[config.mk]
export PLATFORM = sky130hd
export DESIGN_NAME = mem_access_unit
export DESIGN_NICKNAME = d
export VERILOG_FILES = /design/src/rtl/mem_ctrl_pkg.sv /design/src/rtl/bus_timeout_ctr.sv /design/src/rtl/mem_access_unit.sv
export SDC_FILE = /design/constraint.sdc
export NUM_CORES = 1
export LEC_CHECK = 0
export BUFFER_PORTS_ARGS = -buffer_cell sky130_fd_sc_hd__buf_2
export CAP_MARGIN = 25
export CORE_AREA = 2 2 209 211
export CTS_BUF_LIST = sky130_fd_sc_hd__clkbuf_8
export CTS_CLUSTER_SIZE = 12
export DETAILED_ROUTE_END_ITERATION = 6
export DIE_AREA = 0 0 211 213
export PLACE_DENSITY = 0.55
export SLEW_MARGIN = 20
export SYNTH_ARGS = -nofsm -noshare
export SYNTH_HDL_FRONTEND = slang
export SYNTH_SLANG_ARGS = --single-unit
[constraint.sdc]
create_clock -name clk -period 2.7 [get_ports clk]
set_clock_uncertainty 0.1 [all_clocks]
set_input_delay 0.27 -clock clk [delete_from_list [all_inputs] [get_ports clk]]
set_output_delay 0.27 -clock clk [all_outputs]
set_load 0.005 [all_outputs]
[src/rtl/mem_ctrl_pkg.sv]
// Shared types and constants for the memory/writeback stage.
//   state_t         : FSM states of mem_access_unit
//   fault_t         : fault codes reported on fault_code
//   WORD_ALIGN_MASK : low address bits that must be zero for a word access
//   RD_W            : register index width
package mem_ctrl_pkg;

  typedef enum logic [2:0] {
    IDLE     = 3'd0,
    REQ      = 3'd1,
    WAIT_RSP = 3'd2,
    WB       = 3'd3,
    HALT     = 3'd4
  } state_t;

  typedef enum logic [1:0] {
    FLT_NONE     = 2'd0,
    FLT_MISALIGN = 2'd1,
    FLT_BUS      = 2'd2,
    FLT_TIMEOUT  = 2'd3
  } fault_t;

  localparam logic [1:0]  WORD_ALIGN_MASK = 2'b11;
  localparam int unsigned RD_W            = 5;

endpackage

[src/rtl/bus_timeout_ctr.sv]
// Response timeout counter for the WAIT_RSP state.
//   clk, rst_n : clock, async active-low reset
//   clr        : restart the count (request handshake)
//   en         : one waiting cycle elapses
//   expired    : this waiting cycle brings the count to TIMEOUT_CYC
module bus_timeout_ctr #(
  parameter int unsigned TIMEOUT_CYC = 255
) (
  input  logic clk,
  input  logic rst_n,
  input  logic clr,
  input  logic en,
  output logic expired
);

  localparam int unsigned CNT_W = $clog2(TIMEOUT_CYC + 1);

  logic [CNT_W-1:0] r_count;

  // Count of completed waiting cycles; saturates at the terminal count.
  always_ff @(posedge clk or negedge rst_n) begin
    if (!rst_n) begin
      r_count <= '0;
    end else if (clr) begin
      r_count <= '0;
    end else if (en && (r_count != CNT_W'(TIMEOUT_CYC))) begin
      r_count <= r_count + CNT_W'(1);
    end
  end

  // Flags the cycle whose increment reaches TIMEOUT_CYC, so the N-th waiting
  // cycle is the last one and a response in that same cycle can still win.
  assign expired = en && (r_count == CNT_W'(TIMEOUT_CYC - 1));

endmodule

[src/rtl/mem_access_unit.sv]
// Memory/writeback stage: issues word loads/stores on the data bus and
// produces a one-cycle register-file writeback pulse.
//   in_*/reg_write/mem_*/rd/alu_result/store_data : execute-stage handshake
//   bus_req_*  : request channel (valid/ready)
//   bus_rsp_*  : response channel (always accepted)
//   wb_*       : writeback pulse to the register file
//   fault*     : sticky fault flag, code and faulting address
module mem_access_unit
  import mem_ctrl_pkg::*;
#(
  parameter int unsigned ADDR_W      = 32,
  parameter int unsigned DATA_W      = 32,
  parameter int unsigned TIMEOUT_CYC = 255
) (
  input  logic              clk,
  input  logic              rst_n,
  input  logic              in_valid,
  output logic              in_ready,
  input  logic              reg_write,
  input  logic              mem_read,
  input  logic              mem_write,
  input  logic              mem_to_reg,
  input  logic [RD_W-1:0]   rd,
  input  logic [ADDR_W-1:0] alu_result,
  input  logic [DATA_W-1:0] store_data,
  output logic              bus_req_valid,
  input  logic              bus_req_ready,
  output logic              bus_req_we,
  output logic [ADDR_W-1:0] bus_req_addr,
  output logic [DATA_W-1:0] bus_req_wdata,
  input  logic              bus_rsp_valid,
  input  logic [DATA_W-1:0] bus_rsp_rdata,
  input  logic              bus_rsp_err,
  output logic              wb_valid,
  output logic              wb_we,
  output logic [RD_W-1:0]   wb_rd,
  output logic [DATA_W-1:0] wb_data,
  output logic              fault,
  output logic [1:0]        fault_code,
  output logic [ADDR_W-1:0] fault_addr
);

  state_t r_state, w_state_nxt;

  // Instruction fields captured on acceptance, plus the load response.
  logic              r_rw, r_mrd, r_mwr, r_m2r;
  logic [RD_W-1:0]   r_rd;
  logic [ADDR_W-1:0] r_alu;
  logic [DATA_W-1:0] r_sdata, r_rdata;
  logic              w_rw_nxt, w_mrd_nxt, w_mwr_nxt, w_m2r_nxt;
  logic [RD_W-1:0]   w_rd_nxt;
  logic [ADDR_W-1:0] w_alu_nxt;
  logic [DATA_W-1:0] w_sdata_nxt, w_rdata_nxt;

  fault_t            r_fault_code, w_code_nxt;
  logic [ADDR_W-1:0] r_fault_addr, w_faddr_nxt;

  logic              r_in_ready, r_req_valid, r_req_we;
  logic [ADDR_W-1:0] r_req_addr;
  logic [DATA_W-1:0] r_req_wdata;
  logic              r_wb_valid, r_wb_we, r_fault;
  logic [RD_W-1:0]   r_wb_rd;
  logic [DATA_W-1:0] r_wb_data;

  logic w_accept, w_ctr_clr, w_ctr_en, w_expired;

  bus_timeout_ctr #(.TIMEOUT_CYC(TIMEOUT_CYC)) u_timeout (
    .clk     (clk),
    .rst_n   (rst_n),
    .clr     (w_ctr_clr),
    .en      (w_ctr_en),
    .expired (w_expired)
  );

  // Next-state, capture and fault decisions.
  always_comb begin
    w_state_nxt = r_state;
    w_rw_nxt    = r_rw;
    w_mrd_nxt   = r_mrd;
    w_mwr_nxt   = r_mwr;
    w_m2r_nxt   = r_m2r;
    w_rd_nxt    = r_rd;
    w_alu_nxt   = r_alu;
    w_sdata_nxt = r_sdata;
    w_rdata_nxt = r_rdata;
    w_code_nxt  = r_fault_code;
    w_faddr_nxt = r_fault_addr;
    w_accept    = in_valid && r_in_ready;
    w_ctr_clr   = 1'b0;
    w_ctr_en    = 1'b0;

    case (r_state)
      IDLE: begin
        if (w_accept) begin
          w_rw_nxt    = reg_write;
          w_mrd_nxt   = mem_read;
          w_mwr_nxt   = mem_write;
          w_m2r_nxt   = mem_to_reg;
          w_rd_nxt    = rd;
          w_alu_nxt   = alu_result;
          w_sdata_nxt = store_data;
          if (!mem_read && !mem_write) begin
            w_state_nxt = WB;
          end else if ((alu_result[1:0] & WORD_ALIGN_MASK) != 2'b00) begin
            w_state_nxt = HALT;
            w_code_nxt  = FLT_MISALIGN;
            w_faddr_nxt = alu_result;
          end else if (mem_read && mem_write) begin
            w_state_nxt = HALT;
            w_code_nxt  = FLT_TIMEOUT;
            w_faddr_nxt = alu_result;
          end else begin
            w_state_nxt = REQ;
          end
        end
      end
      REQ: begin
        if (bus_req_ready) begin
          w_state_nxt = WAIT_RSP;
          w_ctr_clr   = 1'b1;
        end
      end
      WAIT_RSP: begin
        w_ctr_en = 1'b1;
        // A response always takes priority over the terminal count.
        if (bus_rsp_valid && bus_rsp_err) begin
          w_state_nxt = HALT;
          w_code_nxt  = FLT_BUS;
          w_faddr_nxt = r_alu;
        end else if (bus_rsp_valid) begin
          w_state_nxt = WB;
          w_rdata_nxt = bus_rsp_rdata;
        end else if (w_expired) begin
          w_state_nxt = HALT;
          w_code_nxt  = FLT_TIMEOUT;
          w_faddr_nxt = r_alu;
        end
      end
      WB:      w_state_nxt = IDLE;
      HALT:    w_state_nxt = HALT;
      default: w_state_nxt = IDLE;
    endcase
  end

  // State, captured fields and outputs registered from next-state values.
  always_ff @(posedge clk or negedge rst_n) begin
    if (!rst_n) begin
      r_state      <= IDLE;
      r_rw         <= 1'b0;
      r_mrd        <= 1'b0;
      r_mwr        <= 1'b0;
      r_m2r        <= 1'b0;
      r_rd         <= '0;
      r_alu        <= '0;
      r_sdata      <= '0;
      r_rdata      <= '0;
      r_fault_code <= FLT_NONE;
      r_fault_addr <= '0;
      r_in_ready   <= 1'b0;
      r_req_valid  <= 1'b0;
      r_req_we     <= 1'b0;
      r_req_addr   <= '0;
      r_req_wdata  <= '0;
      r_wb_valid   <= 1'b0;
      r_wb_we      <= 1'b0;
      r_wb_rd      <= '0;
      r_wb_data    <= '0;
      r_fault      <= 1'b0;
    end else begin
      r_state      <= w_state_nxt;
      r_rw         <= w_rw_nxt;
      r_mrd        <= w_mrd_nxt;
      r_mwr        <= w_mwr_nxt;
      r_m2r        <= w_m2r_nxt;
      r_rd         <= w_rd_nxt;
      r_alu        <= w_alu_nxt;
      r_sdata      <= w_sdata_nxt;
      r_rdata      <= w_rdata_nxt;
      r_fault_code <= w_code_nxt;
      r_fault_addr <= w_faddr_nxt;
      r_in_ready   <= (w_state_nxt == IDLE);
      r_req_valid  <= (w_state_nxt == REQ);
      r_req_we     <= (w_state_nxt == REQ) && w_mwr_nxt;
      r_req_addr   <= (w_state_nxt == REQ) ? w_alu_nxt : '0;
      r_req_wdata  <= (w_state_nxt == REQ) ? w_sdata_nxt : '0;
      r_wb_valid   <= (w_state_nxt == WB);
      r_wb_we      <= (w_state_nxt == WB) && w_rw_nxt && (w_rd_nxt != '0);
      r_wb_rd      <= (w_state_nxt == WB) ? w_rd_nxt : '0;
      if (w_state_nxt == WB) begin
        r_wb_data <= (w_mrd_nxt && w_m2r_nxt) ? w_rdata_nxt : DATA_W'(w_alu_nxt);
      end else begin
        r_wb_data <= '0;
      end
      r_fault      <= (w_state_nxt == HALT);
    end
  end

  assign in_ready      = r_in_ready;
  assign bus_req_valid = r_req_valid;
  assign bus_req_we    = r_req_we;
  assign bus_req_addr  = r_req_addr;
  assign bus_req_wdata = r_req_wdata;
  assign wb_valid      = r_wb_valid;
  assign wb_we         = r_wb_we;
  assign wb_rd         = r_wb_rd;
  assign wb_data       = r_wb_data;
  assign fault         = r_fault;
  assign fault_code    = r_fault_code;
  assign fault_addr    = r_fault_addr;

endmodule

**After elaboration in Yosys (flattened, before gate mapping)**

Index checks and enable logic that the tools add are counted.

- Flip-flop bits (word level): 257
- Output and inout bits: 141
- Logic and storage cells: 107

- Add/sub/neg operators: 1
- Eq/ne operators: 13
- Muxes and demuxes: 52
- Reduce and logical (&&, ||, !) cells: 19

Operators with widths:

| kind | count |
|---|---|
| $mux 32 | 18 |
| $pmux 32 s2 | 1 |
| $mux 3 | 8 |
| $mux 8 | 2 |
| $mux 5 | 3 |
| $mux 2 | 7 |
| $pmux 3 s4 | 1 |
| $mux 1 | 11 |
| $logic_and 1x1->1 | 10 |
| $add 8x1->8 const B | 1 |
| $eq 8x8->1 const B | 1 |
| $ne 8x8->1 const B | 1 |
| $eq 3x1->1 const B | 2 |
| $eq 3x2->1 const B | 2 |
| $eq 3x3->1 const B | 2 |
| $logic_not 3->1 | 2 |
| $ne 3x3->1 const B | 2 |
| $reduce_and 6->1 | 1 |
| $reduce_bool 2->1 | 3 |
| $reduce_bool 5->1 | 1 |
| $ne 2x2->1 const B | 2 |
| $pmux 2 s2 | 1 |
| $ne 3x2->1 const B | 1 |
| $logic_not 1->1 | 2 |

**Depth between registers and ports, before layout**

Gate-level depths: netlist of run 1.

- Word-level depth: 10
- Depth in mapped cells: 9
- Mapped depth without buffers: 6

**Hierarchy**

Synthesis of run 1 repeated with hierarchy kept, for this count alone.

- Cells, all modules: 778
- Area, all modules: 10498.8 µm²

Modules (own cells, without submodules):

| module | instances | cells an instance | area an instance (µm²) |
|---|---|---|---|
| mem_access_unit | 1 | 727 | 9998.3 |
| bus_timeout_ctr | 1 | 51 | 500.5 |

**Worst setup path before layout of run 1**

OpenSTA, ideal clock, no wires.

- Kind: register -> register
- Start point: register r_state[1]
- End point: register r_req_addr[23] (netlist: bus_req_addr[23])
- Setup time: 0.128 ns
- Arrival time: 1.690 ns
- Data required time: 2.472 ns
- Setup slack: 0.782 ns
- Stages on the path, launching flop included: 9
- Buffers on the path: 4
- Clock period less this slack: 1.918 ns
- Cell sequence: dfrtp_1 > buf_2 > nor3b_2 > buf_4 > a32o_1 > nor2_1 > buf_2 > buf_2 > nor3_1

- Cells in the longest elaborated chain, start to end: 9
- Elaborated cells between the ends (all ways): 15
- Those cells by class: 4 x eq/ne; 9 x mux; 2 x reduce/logical

RTL lines:

| element | RTL line | RTL |
|---|---|---|
| from (decl) | mem_access_unit.sv:43 | `state_t r_state, w_state_nxt;` |
| from (signal assigned) | mem_access_unit.sv:170 | `r_state <= w_state_nxt;` |
| $eq 3x2->1 | mem_access_unit.sv:92 | `case (r_state)` |
| $mux 1 | mem_access_unit.sv:92 |  |
| $logic_and 1x1->1 | bus_timeout_ctr.sv:33 | `assign expired = en && (r_count == CNT_W'(TIMEOUT_CYC - 1));` |
| $mux 3 | mem_access_unit.sv:133 | `end else if (w_expired) begin` |
| $mux 3 | mem_access_unit.sv:130 | `end else if (bus_rsp_valid) begin` |
| $mux 3 | mem_access_unit.sv:126 | `if (bus_rsp_valid && bus_rsp_err) begin` |
| $pmux 3 s4 | mem_access_unit.sv:92 |  |
| $eq 3x1->1 | mem_access_unit.sv:184 | `r_req_addr <= (w_state_nxt == REQ) ? w_alu_nxt : '0;` |
| $mux 32 (*) | mem_access_unit.sv:184 |  |
| to (signal assigned) | mem_access_unit.sv:184 |  |
| to (decl) | mem_access_unit.sv:59 | `logic [ADDR_W-1:0] r_req_addr;` |

Mark *: on every way between the ends. The rest lies on a longest branch, timed or not.
A chain may end at the register's enable or synchronous reset.

**Final worst setup path of run 1**

- Start point: register r_state[1]
- End point: register r_fault_addr[15] (netlist: fault_addr[15])

- Cells in the longest elaborated chain, start to end: 5
- Elaborated cells between the ends (all ways): 12
- Those cells by class: 6 x eq/ne; 2 x mux; 4 x reduce/logical

RTL lines:

| element | RTL line | RTL |
|---|---|---|
| $eq 3x2->1 | mem_access_unit.sv:92 |  |
| $mux 1 | mem_access_unit.sv:92 |  |
| $logic_and 1x1->1 | bus_timeout_ctr.sv:33 |  |
| $ne 3x2->1 (no line) | - |  |
| $reduce_and 6->1 (no line) | - |  |
| to (signal assigned) | mem_access_unit.sv:180 | `r_fault_addr <= w_faddr_nxt;` |
| to (decl) | mem_access_unit.sv:56 | `logic [ADDR_W-1:0] r_fault_addr, w_faddr_nxt;` |

Parallel ways exist; a longest one is shown, timed or not.

==> results.sh, run 1 <==
export IMPL_run_status="finished, final reports clean"
export IMPL_cts_setup_buffers=0
export IMPL_clock_fmax_mhz=417
export IMPL_grt_usage=0.143
export IMPL_drive_above_1_share=0.368
export IMPL_slew_headroom=0.445
export IMPL_wl_per_cell_um=17.9
export IMPL_p_per_area_nw_per_um2=566
export IMPL_hold_viol_final=0
export IMPL_cts_root_buf="clkbuf_8"
export IMPL_detail_route_antenna_nets=0
export IMPL_pwr_share_comb=0.044
export IMPL_final_cells=1800
export IMPL_r2r_cells=5
export IMPL_first_pass_iters=4
export IMPL_synth_largest_area_cell="dfrtp_1"
export IMPL_switching_share=0.223
export IMPL_ff2ff_setup_slack_ns=0.30
export IMPL_grt_pass1_vias=8530
export IMPL_reg2reg_to="fault_addr[15]"
export IMPL_async_flop_share=1.00
export IMPL_tightest_slew_ns=0.832
export IMPL_cts_sinks=257
export IMPL_yosysSeqAreaShare=0.612
export IMPL_area_growth_pct=39.5
export IMPL_vias=8101
export IMPL_seq_power_share=0.465
export IMPL_cap_viol_max_count=0
export IMPL_die_area_um2=44900
export IMPL_grt_max_degree=70
export IMPL_syn_cell_area_um2=10500
export IMPL_synthTopCellsByArea="dfrtp_1 61%, mux2_2 7.8%, nand2_1 3.6%"
export IMPL_start_kind="flip-flop"
export IMPL_dpl_cell_count=1607
export IMPL_drt_drc_violations_left=0
export IMPL_port_buffers=251
export IMPL_totalWireLength_um=32300
export IMPL_cts_clk_slew_worst_paths_ns=0.06
export IMPL_power_leakage_nw=8.29
export IMPL_grt_antenna_before_repair=0
export IMPL_numCtsBuffers=47
export IMPL_rows=76
export IMPL_ir_worst_vdd_v=0.000303
export IMPL_syn_avg_cell_area_um2=12.4
export IMPL_setup_viol=0
export IMPL_dpl_instance_area_um2=12500
export IMPL_synthesis_nets=960
export IMPL_drtIter0Drc=575
export IMPL_tns_ns=0
export IMPL_synth_common_cells="257 x dfrtp_1, 100 x nand2_1, 73 x mux2_2, 41 x buf_2, 39 x inv_1"
export IMPL_r2r_start="r_state[1]"
export IMPL_final_core_util=0.343
export IMPL_num_antenna_cells=0
export IMPL_synth_most_common_cell="dfrtp_1"
export IMPL_netlist_area_leader_share=0.612
export IMPL_yosysWarnings=0
export IMPL_p_switching_w=0.00185
export IMPL_gp_congestion=0.749
export IMPL_ys_flop_type="dfrtp_1"
export IMPL_via_per_inst=4.50
export IMPL_die_h_um=213
export IMPL_synth_cells=847
export IMPL_cts_max_level=2
export IMPL_clock_power_share=0.492
export IMPL_min_period_ns=2.40
export IMPL_dp_hpwl_um=21200
export IMPL_endpoint_kind="flip-flop"
export IMPL_p_int_w=0.00644
export IMPL_holdWs_ns=0.183
export IMPL_cp_max_fo=33
export IMPL_yosysUniqueCellTypes=52
export IMPL_layout_nets=1332
export IMPL_cts_tree="built"
export IMPL_crit_type="flip-flop to flip-flop"
export IMPL_hp_class="primary input to asynchronous set/reset pin"
export IMPL_fin_crit_sh=0.889
export IMPL_clk_path_buf_depth=3
export IMPL_rsz0062_at_grt="false"
export IMPL_arrival_ns=2.77
export IMPL_die_w_um=211
export IMPL_synth_edf_count=0
export IMPL_drv_slew=0
export IMPL_grt_pass1_wl_um=48800
export IMPL_grt_ovfl_total=0
export IMPL_insertion_delay_ns=0.60
export IMPL_pin_count=252
export IMPL_start_util=0.246
export IMPL_core_um2=42700
export IMPL_ys_ff_latch=257
export IMPL_worstPathRequired_ns=3.07
export IMPL_fin_area_um2=14700
-- how the worst max path moves through the flow --
stage / startpoint / end / slack (ns) / cells past startpoint
after global routing: r_state[1] / fault_addr[25] / 0.17 / 5
after global placement: r_state[1] / fault_addr[6] / 0.35 / 5
final: r_state[1] / fault_addr[15] / 0.30 / 5
after CTS: r_state[1] / fault_addr[27] / 0.33 / 5
after detailed placement: r_state[1] / fault_addr[22] / 0.32 / 5
after floorplan: r_state[1] / bus_req_addr[23] / 0.78 / 8
-- registers in the layout (all words and copies together), names as in the netlist, 2 cells and up --
signal,count
r_state,3
bus_req_wdata,32
r_alu,32
r_rdata,32
r_rd,5
u_timeout.r_count,8
r_sdata,32
fault_addr,32
wb_data,32
fault_code,2
wb_rd,5
bus_req_addr,32
-- layer usage --
metal / vias to the layer above / GRT usage / wire length (um)
met2: 228 / 0.241 / 15800
met1: 4095 / 0.179 / 13900
met3: 46 / 0.0402 / 1910
met4: 0 / 0.0386 / 629
met5: - / 0 / 0
li1: 3732 / - / -
-- metrics by stage --
stage	total power, W	worst slack (ns)
6_report	0.00829	0.300
5_1_grt	0.00865	0.173
4_1_cts	0.00844	0.326
3_5_place_dp	0.00417	0.318
3_3_place_gp	0.00416	0.354
2_1_floorplan	0.00395	0.782
-- cells in the final DEF (no fill, tap or decap), drive strengths merged, types with 4 or more instances in the layout --
cell type and count:
dfrtp 257, a221oi 32, nor4 4, a211oi 34, clkbuf 64, mux2i 32, mux2 73, clkinv 6
or3 5, buf 279, nand3 6, nand2 100, a21o 32, and3 35, inv 48, dlygate4sd3 109
o21ai 5, nor3 33, nor2 9, nor3b 34, nor2b 6, a21oi 10
-- repair_timing --
action | in CTS | in global routing
gates resized for setup | 0 | 0
hold buffers | 109 | 0
hold endpoints to repair | 290 | 0
setup endpoints to repair | 0 | 0
-- final cells by class --
cell class              count  area [um2]
well taps                 546         683
flip-flops and latches    257        6430
fillers                  4247       28000
repair buffers            388        2680
multi-input cells         486        3660
clock buffers              64         881
inverters                  39         146
clock inverters            20         173
-- logic make-up (layout without fill, tap and decap cells) --
kind of cell,count (synthesis),count (layout),share of synthesized area
muxes,105,105,0.109
adders and majority gates,2,2,0.00238
xor gates and xnor gates,3,3,0.00250
buffers and inverters,104,511,0.0456
DFF,257,257,0.612
AOI/OAI and AO/OA,127,127,0.0929
and+or+nand+nor,249,249,0.136
-- power groups by stage --
stage / Sequential [W] / Combinational [W] / Clock (W)
2_1_floorplan: 0.00392 / 0.0000309 / 0
3_5_place_dp: 0.00392 / 0.000244 / 0
5_1_grt: 0.00385 / 0.000405 / 0.00439
4_1_cts: 0.00385 / 0.000371 / 0.00422
6_report: 0.00385 / 0.000363 / 0.00408
3_3_place_gp: 0.00392 / 0.000241 / 0
-- worst max-delay path, stage by stage (launching register included) --
cell      delay, ns
dfrtp_1        0.50
nor3b_4        0.47
o211ai_1       0.21
nand3_2        0.09
buf_4          0.49
mux2_2         0.41
Note: power is estimated with default switching activity, not from simulation.
==> run 2, diff against run 1 <==
CELL_PAD_IN_SITES_DETAIL_PLACEMENT = 0   (was not set)
CELL_PAD_IN_SITES_GLOBAL_PLACEMENT = 1   (was not set)
PLACE_DENSITY = 0.63   (was 0.55)
clock period = 2.3 ns   (was 2.7 ns; I/O delays follow)
==> results.sh, run 2 (same netlist as run 1, synthesis figures left out) <==
export IMPL_seq_power_share=0.462
export IMPL_final_common_cell="dfrtp_1"
export IMPL_layout_nets=1339
export IMPL_insertion_delay_ns=0.60
export IMPL_cp_top_family="compound AO/OA/AOI/OAI gates"
export IMPL_grt_ovfl_total=0
export IMPL_worstPathRequired_ns=2.68
export IMPL_pwr_share_comb=0.043
export IMPL_start_kind="flip-flop"
export IMPL_totalWireLength_um=32700
export IMPL_rows=76
export IMPL_grt_usage=0.146
export IMPL_crit_type="flip-flop to flip-flop"
export IMPL_drtIter0Drc=466
export IMPL_worstPathBufferInverterCount=2
export IMPL_dpl_instance_area_um2=12600
export IMPL_crit_chain="nor3b_4 > buf_4 > a32o_1 > o32ai_4 > buf_12 > a211oi_1"
export IMPL_holdWs_ns=0.0687
export IMPL_die_area_um2=44900
export IMPL_final_cell_mix="257 x dfrtp_1, 250 x buf_2, 109 x dlygate4sd3_1"
export IMPL_min_period_ns=2.13
export IMPL_detail_route_antenna_nets=0
export IMPL_clock_power_share=0.495
export IMPL_p_per_area_nw_per_um2=664
export IMPL_switching_share=0.228
export IMPL_rsz0062_at_grt="false"
export IMPL_power_total_w=0.00978
export IMPL_regArea_um2=6430
export IMPL_pin_count=252
export IMPL_cap_viol_max_count=0
export IMPL_cts_clk_slew_worst_paths_ns=0.06
export IMPL_clock_fmax_mhz=468
export IMPL_r2r_start="r_state[1]"
export IMPL_endpoint_kind="flip-flop"
export IMPL_grt_antenna_before_repair=0
export IMPL_p_switching_w=0.00223
export IMPL_drv_slew=0
export IMPL_cp_startpoint="r_state[1]"
export IMPL_port_buffers=251
export IMPL_core_um2=42700
export IMPL_dp_hpwl_um=21600
export IMPL_drive_above_1_share=0.372
export IMPL_start_util=0.246
export IMPL_cts_max_level=2
export IMPL_hold_viol_final=0
export IMPL_cts_tree="built"
export IMPL_power_leakage_nw=8.33
export IMPL_drt_drc_violations_left=0
export IMPL_via_per_inst=4.47
export IMPL_grt_pass1_vias=8429
export IMPL_die_h_um=213
export IMPL_num_antenna_cells=0
export IMPL_fin_crit_sh=0.928
export IMPL_postCtsHoldBufs=109
export IMPL_fillers=4307
export IMPL_slowest_delay_ns=0.45
export IMPL_cts_resized=0
export IMPL_wl_per_cell_um=18.1
export IMPL_tightest_slew_ns=0.540
export IMPL_clk_path_buf_depth=3
export IMPL_area_growth_pct=40.2
export IMPL_vias=8067
export IMPL_setup_viol=0
export IMPL_cts_sinks=257
export IMPL_postLayoutSetupSlackWorst_ns=0.165
export IMPL_numCtsBuffers=47
export IMPL_tns_ns=0
export IMPL_cp_slowest_cell="dfrtp_1"
export IMPL_cts_setup_buffers=0
export IMPL_cp_max_fo=39
export IMPL_run_status="finished, final reports clean"
export IMPL_fin_area_um2=14700
export IMPL_slew_headroom=0.630
export IMPL_p_int_w=0.00756
export IMPL_gp_congestion=0.792
export IMPL_arrival_ns=2.52
export IMPL_first_pass_iters=5
export IMPL_die_w_um=211
export IMPL_ir_worst_vdd_v=0.000380
export IMPL_multiInputGateArea_um2=3660
export IMPL_dp_slack_ns=0.213
export IMPL_cts_root_buf="clkbuf_8"
export IMPL_grt_pass1_wl_um=49900
export IMPL_hp_class="primary input to asynchronous set/reset pin"
export IMPL_grt_max_degree=66
run 2: cell types whose count changed in the layout (fill, tap and decap cells not counted), sizes merged:
cell and delta:
inv +1, clkinv +1, buf +7, clkbuf -4, bufinv +1
run 2: path summary, 6_finish.rpt:
check / cells after the start / slack, ns / to
setup / recovery: 6 / 0.17 / wb_data[17]
hold / removal: 2 / 0.07 / r_sdata[13]
setup reg to reg: 6 / 0.17 / wb_data[17]
hold reg to reg: 1 / 0.38 / r_rdata[12]
max in group asynchronous: 3 / 1.24 / bus_req_wdata[29]
min in group clk: 4 / 0.20 / fault
run 2: per-layer routing:
metal | vias up | track usage | wire length (um)
li1 | 3742 | - | -
met1 | 4023 | 0.194 | 15000
met2 | 250 | 0.227 | 14800
met3 | 52 | 0.0465 | 2250
met4 | 0 | 0.0435 | 674
met5 | - | 0 | 0
run 2: final cells by class:
type,count,share of cell area
clock inverter,23,0.0154
timing repair buffer,395,0.187
inverter,39,0.00994
sequential,257,0.437
multi-input combinational,486,0.249
clock buffer,60,0.0561
tap,546,0.0464
run 2: power groups by stage:
stage	clock network (W)	logic (W)	registers, W
2_1_floorplan	0	0.0000363	0.00461
3_3_place_gp	0	0.000283	0.00460
3_5_place_dp	0	0.000284	0.00460
4_1_cts	0.00502	0.000433	0.00452
5_1_grt	0.00523	0.000472	0.00452
6_report	0.00484	0.000420	0.00452
run 2: metrics by stage:
stage,cells,utilization
finish,1806,0.345
global route,1806,0.345
CTS,1806,0.345
detailed placement,1614,0.295
global placement,1614,0.295
floorplan,847,-
==> run 3, diff against run 2 <==
CORE_AREA = 2 2 166 168   (was 2 2 209 211)
DIE_AREA = 0 0 168 170   (was 0 0 211 213)
PLACE_DENSITY = 0.9   (was 0.63)
clock period = 1.7 ns   (was 2.3 ns; I/O delays follow)
==> results.sh, run 3 (same netlist as run 1, synthesis figures left out) <==
export IMPL_met2_length_um=18100
export IMPL_grt_pass1_wl_um=52100
export IMPL_cts_tree="built"
export IMPL_start_kind="flip-flop"
export IMPL_numCtsBuffers=44
export IMPL_cts_sinks=257
export IMPL_drt_drc_violations_left=0
export IMPL_via_per_inst=5.29
export IMPL_violations="negative setup slack"
export IMPL_detail_route_antenna_nets=0
export IMPL_cts_clk_slew_worst_paths_ns=0.06
export IMPL_reg2reg_to="wb_data[24]"
export IMPL_arrival_ns=2.41
export IMPL_layout_nets=1450
export IMPL_regArea_um2=6430
export IMPL_hp_class="primary input to asynchronous set/reset pin"
export IMPL_die_w_um=168
export IMPL_dpl_cell_count=1458
export IMPL_wl_per_cell_um=21.2
export IMPL_power_leakage_nw=9.01
export IMPL_crit_type="flip-flop to flip-flop"
export IMPL_ff2ff_setup_slack_ns=-0.39
export IMPL_worstPathBufferInverterCount=4
export IMPL_cp_slowest_cell="dfrtp_2"
export IMPL_grt_ovfl_total=0
export IMPL_final_common_cell="dfrtp_1"
export IMPL_multiInputGateArea_um2=4670
export IMPL_dr_wl_met3_um=2370
export IMPL_dr_max_layer_used="met4"
export IMPL_grt_usage=0.236
export IMPL_holdWs_ns=0.0534
export IMPL_clock_fmax_mhz=479
export IMPL_tightest_slew_ns=0.442
export IMPL_cap_viol_max_count=0
export IMPL_cp_top_family="buffers and inverters"
export IMPL_cts_root_buf="clkbuf_8"
export IMPL_fillers=1896
export IMPL_grt_max_degree=52
export IMPL_grt_antenna_before_repair=1
export IMPL_grt_pass1_vias=9278
export IMPL_port_buffers=251
export IMPL_final_cell_mix="255 x dfrtp_1, 250 x buf_2, 109 x dlygate4sd3_1"
export IMPL_start_util=0.394
export IMPL_r2r_start="r_state[0]"
export IMPL_crit_chain="buf_4 > nand4bb_4 > a21oi_4 > buf_4 > o32ai_4 > buf_12 > buf_8 > a211oi_1"
export IMPL_rsz0062_at_grt="true"
export IMPL_crit_top_cell="buf_4"
export IMPL_fin_area_um2=17000
export IMPL_setup_viol=240
export IMPL_totalWireLength_um=36200
export IMPL_slowest_delay_ns=0.47
export IMPL_worstPathRequired_ns=2.03
export IMPL_drv_slew=0
export IMPL_drive_above_1_share=0.519
export IMPL_min_period_ns=2.09
export IMPL_clk_path_buf_depth=3
export IMPL_p_per_area_nw_per_um2=735
export IMPL_pin_count=252
export IMPL_fin_crit_sh=1.23
export IMPL_cts_max_level=2
export IMPL_dp_hpwl_um=19700
export IMPL_area_growth_pct=61.9
export IMPL_dpl_instance_area_um2=12900
export IMPL_endpoint_kind="flip-flop"
export IMPL_r2r_cells=8
export IMPL_drtIter0Drc=635
export IMPL_vias=9027
export IMPL_slew_headroom=0.705
export IMPL_hold_viol_final=0
export IMPL_rows=60
export IMPL_die_area_um2=28600
export IMPL_postLayoutSetupSlackWorst_ns=-0.387
export IMPL_run_status="finished, violations left"
export IMPL_ir_worst_vdd_v=0.000578
export IMPL_gp_congestion=0.820
export IMPL_die_h_um=170
export IMPL_core_um2=26700
export IMPL_final_cells=1708
export IMPL_first_pass_iters=5
export IMPL_insertion_delay_ns=0.55
export IMPL_met1_length_um=14700
export IMPL_cp_max_fo=7
## run 3: timing repair
item,4_1_cts,5_1_grt
cloned,17,11
hold buffers,109,0
pin swaps,15,37
setup buffers,25,16
hold endpoints to repair,497,0
endpoints found under the setup margin,245,240
resized for setup,147,90
## run 3: metal layers
layer | GRT usage | vias to the layer above
met2 | 0.407 | 366
li1 | - | 3999
met5 | 0 | -
met3 | 0.0558 | 78
met4 | 0.0877 | 0
met1 | 0.290 | 4584
## run 3: area by class of cell
cell class | instances | share of cell area
Clock inverter | 19 | 0.00795
Sequential cell | 257 | 0.378
Inverter | 39 | 0.00861
Antenna cell | 1 | 0.000147
Multi-Input combinational cell | 487 | 0.274
Tap cell | 341 | 0.0251
Timing Repair Buffer | 508 | 0.260
Clock buffer | 56 | 0.0453
## run 3: worst max path at each step
stage	from	to	slack [ns]	cells after the start
floorplan	u_timeout.r_count[0]	bus_req_wdata[10]	-0.21	9
global placement	r_state[0]	wb_data[2]	-0.25	5
detailed placement	r_state[0]	wb_data[13]	-0.31	5
CTS	u_timeout.r_count[0]	wb_we	-0.28	9
global route	r_state[0]	wb_data[24]	-0.45	8
finish	r_state[0]	wb_data[24]	-0.39	8
## run 3: through the flow
stage | power [W] | worst slack (ns) | utilization | setup TNS [ns]
after floorplan | 0.00628 | -0.210 | - | -17.76
after global placement | 0.00660 | -0.247 | 0.484 | -29.37
after detailed placement | 0.00661 | -0.309 | 0.484 | -37.78
after CTS | 0.0126 | -0.280 | 0.611 | -36.89
after global routing | 0.0130 | -0.446 | 0.638 | -61.07
final | 0.0125 | -0.387 | 0.638 | -52.80
## run 3: report_power, final
part,total (W),switching [W],internal [W]
Combinational,0.000607,0.000294,0.000314
Sequential,0.00612,0,0.00612
Clock,0.00577,0.00252,0.00325
Total,0.0125,0.00281,0.00968
